`config.mk`:
```
export PLATFORM = sky130hd
export DESIGN_NAME = udma_i2c_evt_ctrl
export DESIGN_NICKNAME = d
export VERILOG_FILES = /design/src/rtl/udma_i2c_evt_pkg.sv /design/src/rtl/udma_i2c_evt_coalesce.sv /design/src/rtl/udma_i2c_evt_ctrl.sv
export SDC_FILE = /design/constraint.sdc
export NUM_CORES = 1
export LEC_CHECK = 0
export ABC_AREA = 1
export CAP_MARGIN = 10
export CORE_UTILIZATION = 40
export CTS_CLUSTER_SIZE = 16
export DETAILED_ROUTE_END_ITERATION = 8
export PLACE_DENSITY_LB_ADDON = 0.08
export SYNTH_ARGS = -nofsm -noshare
export SYNTH_HDL_FRONTEND = slang
export SYNTH_SLANG_ARGS = --single-unit
```
`constraint.sdc`:
```
create_clock -name sys_clk_i -period 6.9 [get_ports sys_clk_i]
set_input_delay 1.38 -clock sys_clk_i [delete_from_list [all_inputs] [get_ports sys_clk_i]]
set_output_delay 1.38 -clock sys_clk_i [all_outputs]
set_load 0.02 [all_outputs]
```
`src/rtl/udma_i2c_evt_pkg.sv`:
```
// Shared constants and types for the uDMA I2C event/interrupt controller.
package udma_i2c_evt_pkg;

    localparam int unsigned EVT_RX  = 0;
    localparam int unsigned EVT_TX  = 1;
    localparam int unsigned EVT_CMD = 2;
    localparam int unsigned EVT_ERR = 3;

    localparam logic [1:0] REG_CTRL    = 2'd0;
    localparam logic [1:0] REG_TIMEOUT = 2'd1;
    localparam logic [1:0] REG_STATUS  = 2'd2;
    localparam logic [1:0] REG_TOTAL   = 2'd3;

    localparam int unsigned CFG_THR_W = 8;
    localparam int unsigned CFG_TO_W  = 16;

    typedef struct packed {
        logic [CFG_TO_W-1:0]  timeout;
        logic [CFG_THR_W-1:0] thr;
        logic                 nack_en;
        logic                 err_en;
        logic [3:0]           mask;
    } ch_cfg_t;

    localparam ch_cfg_t CH_CFG_RST = '{
        timeout: '0,
        thr:     CFG_THR_W'(1),
        nack_en: 1'b0,
        err_en:  1'b0,
        mask:    4'hF
    };

    typedef enum logic [1:0] {
        IDLE  = 2'd0,
        ACCUM = 2'd1,
        FIRE  = 2'd2
    } coal_state_e;

endpackage

```
`src/rtl/udma_i2c_evt_coalesce.sv`:
```
// Per-channel EOT interrupt coalescing: fires after THR end-of-transfers
// or after TIMEOUT cycles with a batch open, whichever comes first.
module udma_i2c_evt_coalesce
    import udma_i2c_evt_pkg::*;
#(
    parameter int unsigned THR_W = CFG_THR_W,
    parameter int unsigned TO_W  = CFG_TO_W
) (
    input  logic             clk,
    input  logic             rst,
    input  logic             eot,
    input  logic [THR_W-1:0] thr,
    input  logic [TO_W-1:0]  timeout,
    output logic             irq,
    output logic             pending,
    output logic [THR_W-1:0] cnt
);

    coal_state_e      state_q, state_d;
    logic [THR_W-1:0] cnt_q, cnt_d;
    logic [THR_W-1:0] thr_eff;
    logic [THR_W:0]   cnt_inc;
    logic [TO_W-1:0]  tmr_q, tmr_d, tmr_inc;
    logic             to_en, to_hit, thr_one;

    assign thr_eff = (thr == '0) ? THR_W'(1) : thr;
    assign thr_one = (thr_eff == THR_W'(1));
    assign to_en   = (timeout != '0);
    assign tmr_inc = tmr_q + 1'b1;
    assign to_hit  = to_en && (tmr_inc == timeout);
    // One extra bit so a count at the top of the range cannot wrap before the compare.
    assign cnt_inc = {1'b0, cnt_q} + {{THR_W{1'b0}}, eot};

    always_ff @(posedge clk) begin
        if (rst) begin
            state_q <= IDLE;
            cnt_q   <= '0;
            tmr_q   <= '0;
        end else begin
            state_q <= state_d;
            cnt_q   <= cnt_d;
            tmr_q   <= tmr_d;
        end
    end

    always_comb begin
        state_d = state_q;
        cnt_d   = cnt_q;
        tmr_d   = tmr_q;
        unique case (state_q)
            IDLE: begin
                if (eot) begin
                    tmr_d = '0;
                    if (thr_one) begin
                        state_d = FIRE;
                        cnt_d   = '0;
                    end else begin
                        state_d = ACCUM;
                        cnt_d   = THR_W'(1);
                    end
                end
            end
            ACCUM: begin
                cnt_d = cnt_inc[THR_W-1:0];
                tmr_d = to_en ? tmr_inc : tmr_q;
                if ((cnt_inc >= {1'b0, thr_eff}) || to_hit) begin
                    state_d = FIRE;
                    cnt_d   = '0;
                    tmr_d   = '0;
                end
            end
            FIRE: begin
                cnt_d = '0;
                tmr_d = '0;
                if (eot) begin
                    if (thr_one) begin
                        state_d = FIRE;
                    end else begin
                        state_d = ACCUM;
                        cnt_d   = THR_W'(1);
                    end
                end else begin
                    state_d = IDLE;
                end
            end
            default: begin
                state_d = IDLE;
                cnt_d   = '0;
                tmr_d   = '0;
            end
        endcase
    end

    assign irq     = (state_q == FIRE);
    assign pending = (state_q == ACCUM);
    assign cnt     = cnt_q;

endmodule

```
`src/rtl/udma_i2c_evt_ctrl.sv`:
```
// Multi-channel event/interrupt controller for uDMA I2C instances: masked event
// pass-through, sticky err/nack status, EOT totals and coalesced EOT interrupts.
module udma_i2c_evt_ctrl
    import udma_i2c_evt_pkg::*;
#(
    parameter int unsigned N_CH  = 2,
    parameter int unsigned THR_W = CFG_THR_W,
    parameter int unsigned TO_W  = CFG_TO_W,
    parameter int unsigned TOT_W = 16
) (
    input  logic              sys_clk_i,
    input  logic              rst_i,
    input  logic [31:0]       cfg_data_i,
    input  logic [4:0]        cfg_addr_i,
    input  logic              cfg_valid_i,
    input  logic              cfg_rwn_i,
    output logic              cfg_ready_o,
    output logic [31:0]       cfg_data_o,
    input  logic [N_CH*4-1:0] evt_i,
    input  logic [N_CH-1:0]   eot_i,
    input  logic [N_CH-1:0]   nack_i,
    output logic [N_CH*4-1:0] events_o,
    output logic [N_CH-1:0]   irq_eot_o,
    output logic [N_CH-1:0]   irq_err_o
);

    logic [2:0]  acc_ch;
    logic [1:0]  acc_reg;
    logic        wr_en;
    logic [31:0] rd_data [N_CH];
    logic        unused_cfg_bits;

    assign acc_ch          = cfg_addr_i[4:2];
    assign acc_reg         = cfg_addr_i[1:0];
    assign wr_en           = cfg_valid_i & ~cfg_rwn_i;
    assign cfg_ready_o     = 1'b1;
    assign unused_cfg_bits = ^cfg_data_i;

    for (genvar c = 0; c < N_CH; c++) begin : g_ch
        ch_cfg_t          cfg_q;
        logic             err_q, nack_q;
        logic [3:0]       evt_q;
        logic [TOT_W-1:0] total_q;
        logic             wr_hit, w1c, tot_clr;
        logic             pend;
        logic [THR_W-1:0] bcnt;
        logic [31:0]      rdata;

        assign wr_hit  = wr_en && (acc_ch == 3'(c));
        assign w1c     = wr_hit && (acc_reg == REG_STATUS);
        assign tot_clr = wr_hit && (acc_reg == REG_TOTAL);

        always_ff @(posedge sys_clk_i) begin
            if (rst_i) begin
                cfg_q   <= CH_CFG_RST;
                err_q   <= 1'b0;
                nack_q  <= 1'b0;
                evt_q   <= '0;
                total_q <= '0;
            end else begin
                evt_q <= evt_i[c*4 +: 4] & cfg_q.mask;
                if (wr_hit && (acc_reg == REG_CTRL)) begin
                    cfg_q.mask    <= cfg_data_i[3:0];
                    cfg_q.err_en  <= cfg_data_i[4];
                    cfg_q.nack_en <= cfg_data_i[5];
                    cfg_q.thr     <= cfg_data_i[8 +: THR_W];
                end
                if (wr_hit && (acc_reg == REG_TIMEOUT)) begin
                    cfg_q.timeout <= cfg_data_i[TO_W-1:0];
                end
                // A new set in the clearing cycle wins over W1C.
                err_q  <= (err_q  & ~(w1c & cfg_data_i[0])) | evt_i[c*4 + EVT_ERR];
                nack_q <= (nack_q & ~(w1c & cfg_data_i[1])) | nack_i[c];
                if (tot_clr) begin
                    total_q <= eot_i[c] ? TOT_W'(1) : '0;
                end else if (eot_i[c] && (total_q != '1)) begin
                    total_q <= total_q + 1'b1;
                end
            end
        end

        udma_i2c_evt_coalesce #(
            .THR_W (THR_W),
            .TO_W  (TO_W)
        ) u_coalesce (
            .clk     (sys_clk_i),
            .rst     (rst_i),
            .eot     (eot_i[c]),
            .thr     (cfg_q.thr),
            .timeout (cfg_q.timeout),
            .irq     (irq_eot_o[c]),
            .pending (pend),
            .cnt     (bcnt)
        );

        always_comb begin
            rdata = '0;
            unique case (acc_reg)
                REG_CTRL: begin
                    rdata[3:0]        = cfg_q.mask;
                    rdata[4]          = cfg_q.err_en;
                    rdata[5]          = cfg_q.nack_en;
                    rdata[8 +: THR_W] = cfg_q.thr;
                end
                REG_TIMEOUT: rdata[TO_W-1:0] = cfg_q.timeout;
                REG_STATUS: begin
                    rdata[0]          = err_q;
                    rdata[1]          = nack_q;
                    rdata[2]          = pend;
                    rdata[8 +: THR_W] = bcnt;
                end
                default: rdata[TOT_W-1:0] = total_q;
            endcase
        end

        assign rd_data[c]         = rdata;
        assign events_o[c*4 +: 4] = evt_q;
        assign irq_err_o[c]       = (err_q & cfg_q.err_en) | (nack_q & cfg_q.nack_en);
    end

    always_comb begin
        cfg_data_o = '0;
        for (int unsigned i = 0; i < N_CH; i++) begin
            if (acc_ch == 3'(i)) begin
                cfg_data_o = rd_data[i];
            end
        end
    end

endmodule

```
Yosys cells after proc, flatten, opt, wreduce, memory -nomap -nowiden
Index checks and enable logic that the tools add are counted.
{"block": "classes", "n_bitwise": 26, "reduce_logical": 31, "order_cmp": 2, "n_eq_ne": 20, "addsub": 6, "mux": 46}
{"op": "two-way mux 16 bit", "n": 11}
{"op": "one-hot mux 8 bit (3 select lines)", "n": 4}
{"op": "adder 16 x 1 -> 16 bit (second input constant)", "n": 4}
{"op": "one-hot mux 16 bit (2 select lines)", "n": 2}
{"op": "two-way mux 8 bit", "n": 7}
{"op": "one-hot mux 3 bit (3 select lines)", "n": 4}
{"op": "equality test 16 bit", "n": 2}
{"op": "two-way mux 32 bit", "n": 1}
{"op": "inequality test 16 bit (second input constant)", "n": 2}
{"op": "nonzero test 16 bit", "n": 2}
{"op": "adder 8 x 1 -> 9 bit", "n": 2}
{"op": ">= comparator 9 x 8 -> 1 bit", "n": 2}
{"op": "equality test 8 x 1 -> 1 bit (second input constant)", "n": 2}
{"op": "logical NOT 8 bit", "n": 2}
{"op": "two-way mux 2 bit", "n": 8}
{"op": "logical AND 1 bit", "n": 14}
{"op": "AND 1 bit", "n": 13}
{"op": "one-hot mux 2 bit (3 select lines)", "n": 2}
{"op": "AND 4 bit", "n": 2}
{"op": "equality test 2 bit (second input constant)", "n": 4}
{"op": "one-hot mux 2 bit (2 select lines)", "n": 2}
{"op": "AND reduction 2 bit", "n": 4}
{"op": "equality test 2 x 1 -> 1 bit (second input constant)", "n": 3}
{"op": "logical NOT 2 bit", "n": 3}
{"op": "other kinds (11)", "n": 29}
{"block": "totals", "in_bits": 53, "ff_bits": 156, "out_inout_bits": 45}

Depth between registers and ports, before layout
{"block": "logic_depth", "ltp_word": 8, "mapped_depth": 18}

Hierarchy
From an unflattened synthesis, not the netlist that was laid out.
{"block": "hier_totals", "cells_unflattened": 1529, "area_unflattened_um2": 9758.1}
{"module": "udma_i2c_evt_ctrl", "cells_per_inst": 805, "area_per_inst_um2": 5343.9, "instances": 1}
{"module": "udma_i2c_evt_coalesce", "cells_per_inst": 362, "area_per_inst_um2": 2207.1, "instances": 2}

Worst setup path after synthesis
OpenSTA, ideal clock, no wires.
{"block": "synth_timing", "path_kind": "input-to-output", "start": "in cfg_addr_i[1]", "end": "out cfg_data_o[15]", "path_slack_ns": 2.674, "path_buffers": 2, "required_time_ns": 5.520, "stages": 8, "t_arrival_ns": 2.846, "path_cell_list": "clkbuf_1 > inv_1 > nor2_1 > inv_1 > clkbuf_1 > o22ai_1 > a221oi_1 > o22ai_1"}
{"block": "synth_between", "elab_chain_cells": 4, "elab_cells_between_ends": 7, "cone_classes": "eq/ne: 2; mux: 4; reduce/logical: 1"}
{"element": "start: declaration", "line": "udma_i2c_evt_ctrl.sv:14", "rtl": "input logic [4:0] cfg_addr_i,"}
{"element": "equality test 2 bit, or another cell as far along", "line": "udma_i2c_evt_ctrl.sv:98", "rtl": "unique case (acc_reg)"}
{"element": "one-hot mux 8 bit (3 select lines)", "line": "udma_i2c_evt_ctrl.sv:98"}
{"element": "two-way mux 16 bit", "line": "udma_i2c_evt_ctrl.sv:124", "rtl": "if (acc_ch == 3'(i)) begin"}
{"element": "two-way mux 32 bit (*)", "line": "udma_i2c_evt_ctrl.sv:124"}
{"element": "end: declaration", "line": "udma_i2c_evt_ctrl.sv:18", "rtl": "output logic [31:0] cfg_data_o,"}
Every way passes the cells marked *; elsewhere a longest branch is shown, timed or not.

Final worst setup path
{"block": "layout_timing", "start": "in cfg_addr_i[0]", "end": "out cfg_data_o[12]"}
Same word-level chain as after synthesis.

==> reports/qor.yml <==
post_drt_wl_per_cell_um: 17.60
hold_viol: 0
rsz0062_at_grt: "no"
cts_setup_buffers: 0
synth_compound_area_frac: 0.1996
stdcell_count: 1689
cts_made_buffers: 17
synth_area_per_cell_um2: 6.719
clock.fmax_mhz: 167.0
numPortBuffers: 64
synth_xor_area_frac: 0.02070
cp.arrival_ns: 4.61
fillerInstances: 2288
fin_skew_ns: 0.01147
synthTopCellsByCount: "292 x nand2_1, 164 x inv_1, 156 x dfxtp_1"
drc_errors: 0
worstMarginPinSlew_ns: 1.265
max-vdd-ir-drop_uv: 121.5
place.gp.congestion: 0.9075
ios: 98
worst_setup_path_end_kind: "output pin"
dp_cells: 1657
ys_seq_area_frac: 0.3422
synth_area_mm2: 0.009125
num_rows: 54
yosys.area_share.simple: 0.2929
htree_levels: 4
grt_pass1_vias: 8252
dr_wl_met2_mm: 12.93
die_x_um: 153.0
cts_tree: "done"
synth_seq_cells: 156
synth_top_area_share: 0.3422
antennaDiodeCount: 0
drive_gt1_frac: 0.06671
synth_most_common_cell: "nand2_1"
synth-edff-count: 0
route.met3.wl_mm: 1.980
async_reset_ff_frac: 0
synth_top_family_by_area: "simple AND/OR/NAND/NOR gates"
die_y_um: 153.0
highest_layer: "met4"
hpwl_mm: 22.17
routed_wl_mm: 29.72
cp_max_fo: 27
insertion_delay_ns: 0.44
clkSinkCount: 156
clk_path_buf_depth: 2
grt_max_degree: 41
drtIter0Drc: 837
cts_hold_buf: 0
grt_util_all_layers: 0.2552
synth.area.mux_share: 0
place_area_mm2: 0.009857
power_density_mw_per_mm2: 197.0
drv_slew: 0
clockRootBuffer: "clkbuf_16"
core_area_mm2: 0.02209
period_share: 0.8681
path_clk_slew_ns: 0.07
maxSlewHeadroom: 0.1538
post-route-cell-area_mm2: 0.01045
status: "completed"
yosys_warnings: 0
power.leakage_nw: 4.074
dp_slack_ns: 1.017
worst_slack_ns: 0.9103
nets: 1473
min_path_type: "register to register"
start_util: 0.4130
cts_resized: 0
vias_per_cell: 5.435
fin_setup_tns_ns: 0
crit_path_start_kind: "primary input"
yosysUniqueCellTypes: 47
cp.required_ns: 5.52
syn_inst: 1358
die-area_mm2: 0.02342
setup_viol: 0
antenna_found_initial: 0
timing.final.crit_period_ns: 5.990
antenna_left: 0
whs_path_depth: 2
grt_pass1_wl_mm: 46.53
synthAdderAreaFrac: 0.03291
synth_top_area_cell: "dfxtp_1"
area_growth_pct: 14.55
dr.pass1.iters: 6
m1WireLength_mm: 14.36
vias: 9180
p_total_mw: 2.059
worstSetupPathType: "primary input to output pin"
grt.overflow.total: 0
cap_violations: 0
synth.area.top_cells: "dfxtp_1 34%, nand2_1 12%, a21oi_1 7.3%"
r2r_cells: 13
ys.flop_type: "dfxtp_1"
per-layer routing:
layer / vias up / GRT usage
met4: 0 / 0.06349
met5: - / 0
met1: 4211 / 0.3694
met2: 329 / 0.3910
met3: 31 / 0.04225
li1: 4609 / -
sequential cells by signal, indices dropped and copies added (netlist names):
name and cells:
g_ch.cfg_q 60, g_ch.err_q 2, g_ch.evt_q 8, g_ch.nack_q 2, g_ch.total_q 32, g_ch.u_coalesce.cnt 16
g_ch.u_coalesce.state_q 4, g_ch.u_coalesce.tmr_q 32
path summary, 6_finish.rpt:
check	from	to	slack [ns]
worst max-delay path	cfg_addr_i[0]	cfg_data_o[12]	0.91
worst min-delay path	g_ch[0].cfg_q[2]	g_ch[0].evt_q[2]	0.46
worst max register to register	g_ch[0].u_coalesce.cnt[0]	g_ch[0].u_coalesce.tmr_q[9]	3.72
worst min register to register	g_ch[0].cfg_q[2]	g_ch[0].evt_q[2]	0.46
worst max-delay path, cell delays in order:
cell             delay [ns]
clkdlybuf4s50_1        0.65
inv_1                  0.14
nor2_2                 0.25
clkinv_1               0.64
o221ai_1               0.39
o21ai_0                0.20
o22ai_1                0.29
clkdlybuf4s50_1        0.67
metrics by stage:
| stage | utilization | hold WS, ns |
|---|---|---|
| 2_1_floorplan | - | 0.4097 |
| 3_3_place_gp | 0.4461 | 0.4430 |
| 3_5_place_dp | 0.4461 | 0.4482 |
| 4_1_cts | 0.4731 | 0.4575 |
| 5_1_grt | 0.4731 | 0.4733 |
| 6_report | 0.4731 | 0.4576 |
kinds of logic after synthesis:
kind of cell,Yosys count
other cells,2
flops,156
compound gates,319
buf+inv,239
simple gates,598
fa+ha+maj,24
xor+xnor,20
power breakdown:
part | switching [mW] | total, mW | internal [mW]
Clock | 0.418 | 0.967 | 0.549
Sequential | 0.00925 | 0.920 | 0.911
Combinational | 0.117 | 0.172 | 0.0551
cells in the final DEF (no fill, tap or decap), types with 3 or more instances in the layout:
| master | instances |
|---|---|
| o211ai_1 | 9 |
| buf_4 | 6 |
| nor4_1 | 5 |
| nand2_2 | 17 |
| clkinv_1 | 5 |
| ha_1 | 24 |
| a31oi_1 | 6 |
| a211oi_1 | 6 |
| o21ai_1 | 4 |
| a21oi_2 | 11 |
| nand3b_1 | 3 |
| nand3_1 | 90 |
| o221ai_1 | 5 |
| clkbuf_16 | 17 |
| nor3_1 | 25 |
| o21ai_0 | 92 |
| a221oi_1 | 13 |
| clkinvlp_4 | 4 |
| nor2_4 | 4 |
| nor2_1 | 105 |
| inv_1 | 164 |
| clkdlybuf4s50_1 | 63 |
| a21oi_1 | 133 |
| o22ai_1 | 30 |
| dfxtp_1 | 156 |
| inv_6 | 6 |
| nand3_2 | 6 |
| nand4_1 | 39 |
| nand2_1 | 292 |
| inv_2 | 3 |
| nor2_2 | 7 |
| xnor2_1 | 4 |
| xor2_1 | 15 |
| conb_1 | 17 |
area by class of cell:
| class | count | area [µm²] | share of cell area |
|---|---|---|---|
| Tap cell | 280 | 350.3 | 0.03352 |
| Clock buffer | 18 | 439.2 | 0.04202 |
| Multi-Input combinational cell | 978 | 5051 | 0.4832 |
| Timing Repair Buffer | 70 | 680.7 | 0.06512 |
| Inverter | 173 | 651.9 | 0.06237 |
| Clock inverter | 14 | 156.4 | 0.01496 |
| Sequential cell | 156 | 3123 | 0.2988 |
Power figures use the tool's default switching activity.
==> patch 1: new RTL, config.mk and constraints unchanged <==
Register the input `cfg_data_i` before use, without a reset. The logic sees it one clock later. The other inputs are not delayed to match.
--- a/src/rtl/udma_i2c_evt_ctrl.sv
+++ b/src/rtl/udma_i2c_evt_ctrl.sv
@@ -26,2 +26,8 @@
 
+    logic [31:0] cfg_data_q;
+
+    always_ff @(posedge sys_clk_i) begin
+        cfg_data_q <= cfg_data_i;
+    end
+
     logic [2:0]  acc_ch;
@@ -36,3 +42,3 @@
     assign cfg_ready_o     = 1'b1;
-    assign unused_cfg_bits = ^cfg_data_i;
+    assign unused_cfg_bits = ^cfg_data_q;
 
@@ -62,13 +68,13 @@
                 if (wr_hit && (acc_reg == REG_CTRL)) begin
-                    cfg_q.mask    <= cfg_data_i[3:0];
-                    cfg_q.err_en  <= cfg_data_i[4];
-                    cfg_q.nack_en <= cfg_data_i[5];
-                    cfg_q.thr     <= cfg_data_i[8 +: THR_W];
+                    cfg_q.mask    <= cfg_data_q[3:0];
+                    cfg_q.err_en  <= cfg_data_q[4];
+                    cfg_q.nack_en <= cfg_data_q[5];
+                    cfg_q.thr     <= cfg_data_q[8 +: THR_W];
                 end
                 if (wr_hit && (acc_reg == REG_TIMEOUT)) begin
-                    cfg_q.timeout <= cfg_data_i[TO_W-1:0];
+                    cfg_q.timeout <= cfg_data_q[TO_W-1:0];
                 end
                 // A new set in the clearing cycle wins over W1C.
-                err_q  <= (err_q  & ~(w1c & cfg_data_i[0])) | evt_i[c*4 + EVT_ERR];
-                nack_q <= (nack_q & ~(w1c & cfg_data_i[1])) | nack_i[c];
+                err_q  <= (err_q  & ~(w1c & cfg_data_q[0])) | evt_i[c*4 + EVT_ERR];
+                nack_q <= (nack_q & ~(w1c & cfg_data_q[1])) | nack_i[c];
                 if (tot_clr) begin
Behaviour: not the same (Yosys sat finds a counterexample within 4 cycles, from zero or initial values and one cycle with rst_i high).
==> patch 1 against the original RTL <==
Critical path depth increased by 1; worst setup slack improved by 0.12 ns; register-to-register slack improved by 0.17 ns; power increased by 5.6%; final cell count increased by 3.5%; cell area increased by 3.7%; sequential cell count increased by 16; sequential share of layout area increased by 1.9 points; die area increased by 3.5%; wire length increased by 0.70%; synthesized area increased by 3.6%; highest routed layer unchanged.
==> patch 1: results (changes against the original RTL) <==
.. list-table::
   :header-rows: 1

   * - Metric
     - Value
   * - Number of clock-tree buffers in the layout
     - 17 (was 18)
   * - Placed wire-length estimate after detailed placement
     - 22500 µm (was 22200 µm)
   * - Setup slack on the worst flop-to-flop path
     - 3.89 ns (was 3.72 ns)
   * - Leakage power
     - 0.00425 µW (was 0.00407 µW)
   * - Post-detailed-routing wire length
     - 29900 µm (was 29700 µm)
   * - Post-synthesis sequential area ratio
     - 36.4% (was 34.2%)
   * - Via count of the first global-routing pass
     - 8384 (was 8252)
   * - Distinct cells, synth
     - 49 (was 47)
   * - Layout clock area frac
     - 5.46% (was 5.70%)
   * - Largest net degree at the start of global routing
     - 65 (was 41)
   * - Number of flip-flops and latches in the synthesized netlist
     - 172 (was 156)
   * - Logic inverters
     - 182 (was 173)
   * - Transition time of the tightest slew-check pin
     - 0.744 ns (was 1.26 ns)
   * - Run status
     - finished clean (unchanged)
   * - Multi-input gate share of the layout cell area
     - 46.5% (was 48.3%)
   * - Wire length of the first global-routing pass
     - 46500 µm (about the same)
   * - Largest cells by area after synthesis
     - dfxtp_1 (36%), nand2_1 (11%), a21oi_1 (7.7%), inv_1 (6.7%), nand3_1 (6.5%) (was dfxtp_1 (34%), nand2_1 (12%), a21oi_1 (7.3%), inv_1 (6.7%), o21ai_0 (5.0%))
   * - Proportion of cell area occupied by registers
     - 31.8% (was 29.9%)
   * - Total routing resource utilization after global routing
     - 25.0% (was 25.5%)
   * - Worst-case reg-to-reg path depth
     - 15 (was 13)
   * - Hold worst-path end
     - g_ch[1].evt_q[1] (was g_ch[0].evt_q[2])
   * - 1st-iter DRT viols
     - 914 (was 837)
   * - Pre-Repair DR Iteration Count
     - 5 (was 6)
   * - Critical R2R Launch
     - g_ch[1].u_coalesce.cnt[0] (was g_ch[0].u_coalesce.cnt[0])
   * - Detail-routed net length per standard cell
     - 17.1 µm (was 17.6 µm)
   * - Average via count per standard cell
     - 5.28 (was 5.44)
   * - Fraction of final layout cells with drive strength greater than 1
     - 6.06% (was 6.67%)
   * - Most frequent cells after synthesis
     - nand2_1 (280), dfxtp_1 (172), inv_1 (168), a21oi_1 (146), nand3_1 (122) (was nand2_1 (292), inv_1 (164), dfxtp_1 (156), a21oi_1 (134), nor2_1 (105))
   * - Net count of the finished layout
     - 1499 (was 1473)
## patch 1: metal layers
metal	global-route usage, %	up-vias	wire length (µm)
met2	39.7	270	13600
met4	7.61	0	449
met3	3.64	29	1740
met1	34.8	4251	14200
li1	-	4672	-
met5	0	-	0
## patch 1: report_power, final
group          internal, µW  leakage, µW  switching (µW)
Combinational          56.9      0.00257             115
Clock                   489     0.000284             488
Sequential             1010      0.00140            18.2
Total                  1550      0.00425             622
## patch 1: metrics by stage
| stage | setup WS, ns | power (µW) |
|---|---|---|
| 2_1_floorplan | 2.65 | 1150 |
| 3_3_place_gp | 1.20 | 1220 |
| 3_5_place_dp | 1.16 | 1220 |
| 4_1_cts | 1.15 | 2190 |
| 5_1_grt | 0.865 | 2250 |
| 6_report | 1.03 | 2170 |
## patch 1: worst max path at each step
stage,to,cells past startpoint
after floorplan,cfg_data_o[2],7
after global routing,cfg_data_o[12],8
after detailed placement,cfg_data_o[13],8
after CTS,cfg_data_o[13],8
after global placement,cfg_data_o[10],8
final,cfg_data_o[2],9
==> patch 2: new RTL, same settings <==
Without the edit above. The parameter `TOT_W` goes from 16 to 32.
--- a/src/rtl/udma_i2c_evt_ctrl.sv
+++ b/src/rtl/udma_i2c_evt_ctrl.sv
@@ -8,3 +8,3 @@
     parameter int unsigned TO_W  = CFG_TO_W,
-    parameter int unsigned TOT_W = 16
+    parameter int unsigned TOT_W = 32
 ) (
Behaviour: same outputs for any inputs over 4 cycles, from zero or initial values and one cycle with rst_i high; that may be too few to reach the edited logic, so the function may still have changed.
==> patch 2 against the original RTL <==
Wire length grew 22%; final cell count grew 20%; worst setup slack gained 0.069 ns; non-clock buffer count grew 20; cell area grew 20%; sequential share of layout area is essentially flat; clock skew grew 0.0036 ns; sequential cell count grew 32; synthesized cell count grew 20%; fmax grew 1.2%; global-route usage grew 0.87 points; synthesized area grew 21%; clock power is essentially flat; power grew 9.9%.
==> patch 2: results (changes against the original RTL) <==
.. list-table::
   :header-rows: 1

   * - Metric
     - Value
   * - Total design power
     - 2260 µW (was 2060 µW)
   * - Proportion of cell area occupied by registers
     - 29.9% (about the same)
   * - Run status
     - finished clean (unchanged)
   * - Post-Layout Cell Count
     - 2031 (was 1689)
   * - Final weighted congestion in routability-driven placement
     - 0.887 (was 0.908)
   * - Transition time of the tightest slew-check pin
     - 1.09 ns (was 1.26 ns)
   * - Largest net degree at the start of global routing
     - 50 (was 41)
   * - Share of the synthesized netlist area taken by xor and xnor gates
     - 2.52% (was 2.07%)
   * - Met3 usage
     - 4.72% (was 4.22%)
   * - Compound-gate portion of the synthesized area
     - 19.5% (was 20.0%)
   * - Largest cells by area after synthesis
     - dfxtp_1 (34%), nand2_1 (12%), a21oi_1 (7.2%), inv_1 (6.3%), nor2_1 (5.1%) (was dfxtp_1 (34%), nand2_1 (12%), a21oi_1 (7.3%), inv_1 (6.7%), o21ai_0 (5.0%))
   * - Layout clock area frac
     - 4.41% (was 5.70%)
   * - Clk sink count
     - 188 (was 156)
   * - IR drop worst, VDD
     - 167 µV (was 122 µV)
   * - Layout buffer count excluding clock buffers
     - 90 (was 70)
   * - Detailed route wirelength on metal2
     - 16200 µm (was 12900 µm)
   * - Highest-delay cell along the critical path
     - inv_1 (was clkdlybuf4s50_1)
   * - Switching Share
     - 27.9% (was 26.4%)
   * - Wire length of the first global-routing pass
     - 58100 µm (was 46500 µm)
   * - 1st-iter DRT viols
     - 999 (was 837)
   * - Met1 layer usage reported by global route
     - 37.2% (was 36.9%)
   * - M1 wire length
     - 17400 µm (was 14400 µm)
   * - Port Buffers
     - 80 (was 64)
   * - Non-clock buffering overhead in the final layout
     - 6.94% (was 6.51%)
   * - Net count of the finished layout
     - 1756 (was 1473)
   * - Multi-input gate share of the layout cell area
     - 49.6% (was 48.3%)
   * - Instance area after placement
     - 0.0120 mm² (was 0.00986 mm²)
   * - Average via count per standard cell
     - 5.51 (was 5.44)
   * - Most frequent cells after synthesis
     - nand2_1 (340), dfxtp_1 (188), inv_1 (184), a21oi_1 (158), nor2_1 (150) (was nand2_1 (292), inv_1 (164), dfxtp_1 (156), a21oi_1 (134), nor2_1 (105))
   * - Adder-cell share of the synthesized area
     - 2.84% (was 3.29%)
   * - Via count of the first global-routing pass
     - 10500 (was 8252)
==> patch 2: changes by cell type after synthesis, moves of 7 or more <==
cell | unedited run | this run
nor3_1 | 25 | 41
clkbuf_1 | 37 | 44
dfxtp_1 | 156 | 188
inv_1 | 164 | 184
o21ai_0 | 92 | 111
nor2_1 | 105 | 150
nand4_1 | 39 | 51
nand2_1 | 292 | 340
buf_4 | 19 | 3
nand3_1 | 90 | 106
a21oi_1 | 134 | 158
==> patch 2: path summary, 6_finish.rpt <==
| kind | end | slack, ns | cells past startpoint |
|---|---|---|---|
| worst max-delay path | cfg_data_o[2] | 0.98 | 8 |
| worst min-delay path | g_ch[0].evt_q[0] | 0.45 | 2 |
| worst max register to register | g_ch[0].u_coalesce.tmr_q[13] | 3.69 | 17 |
| worst min register to register | g_ch[0].evt_q[0] | 0.45 | 2 |
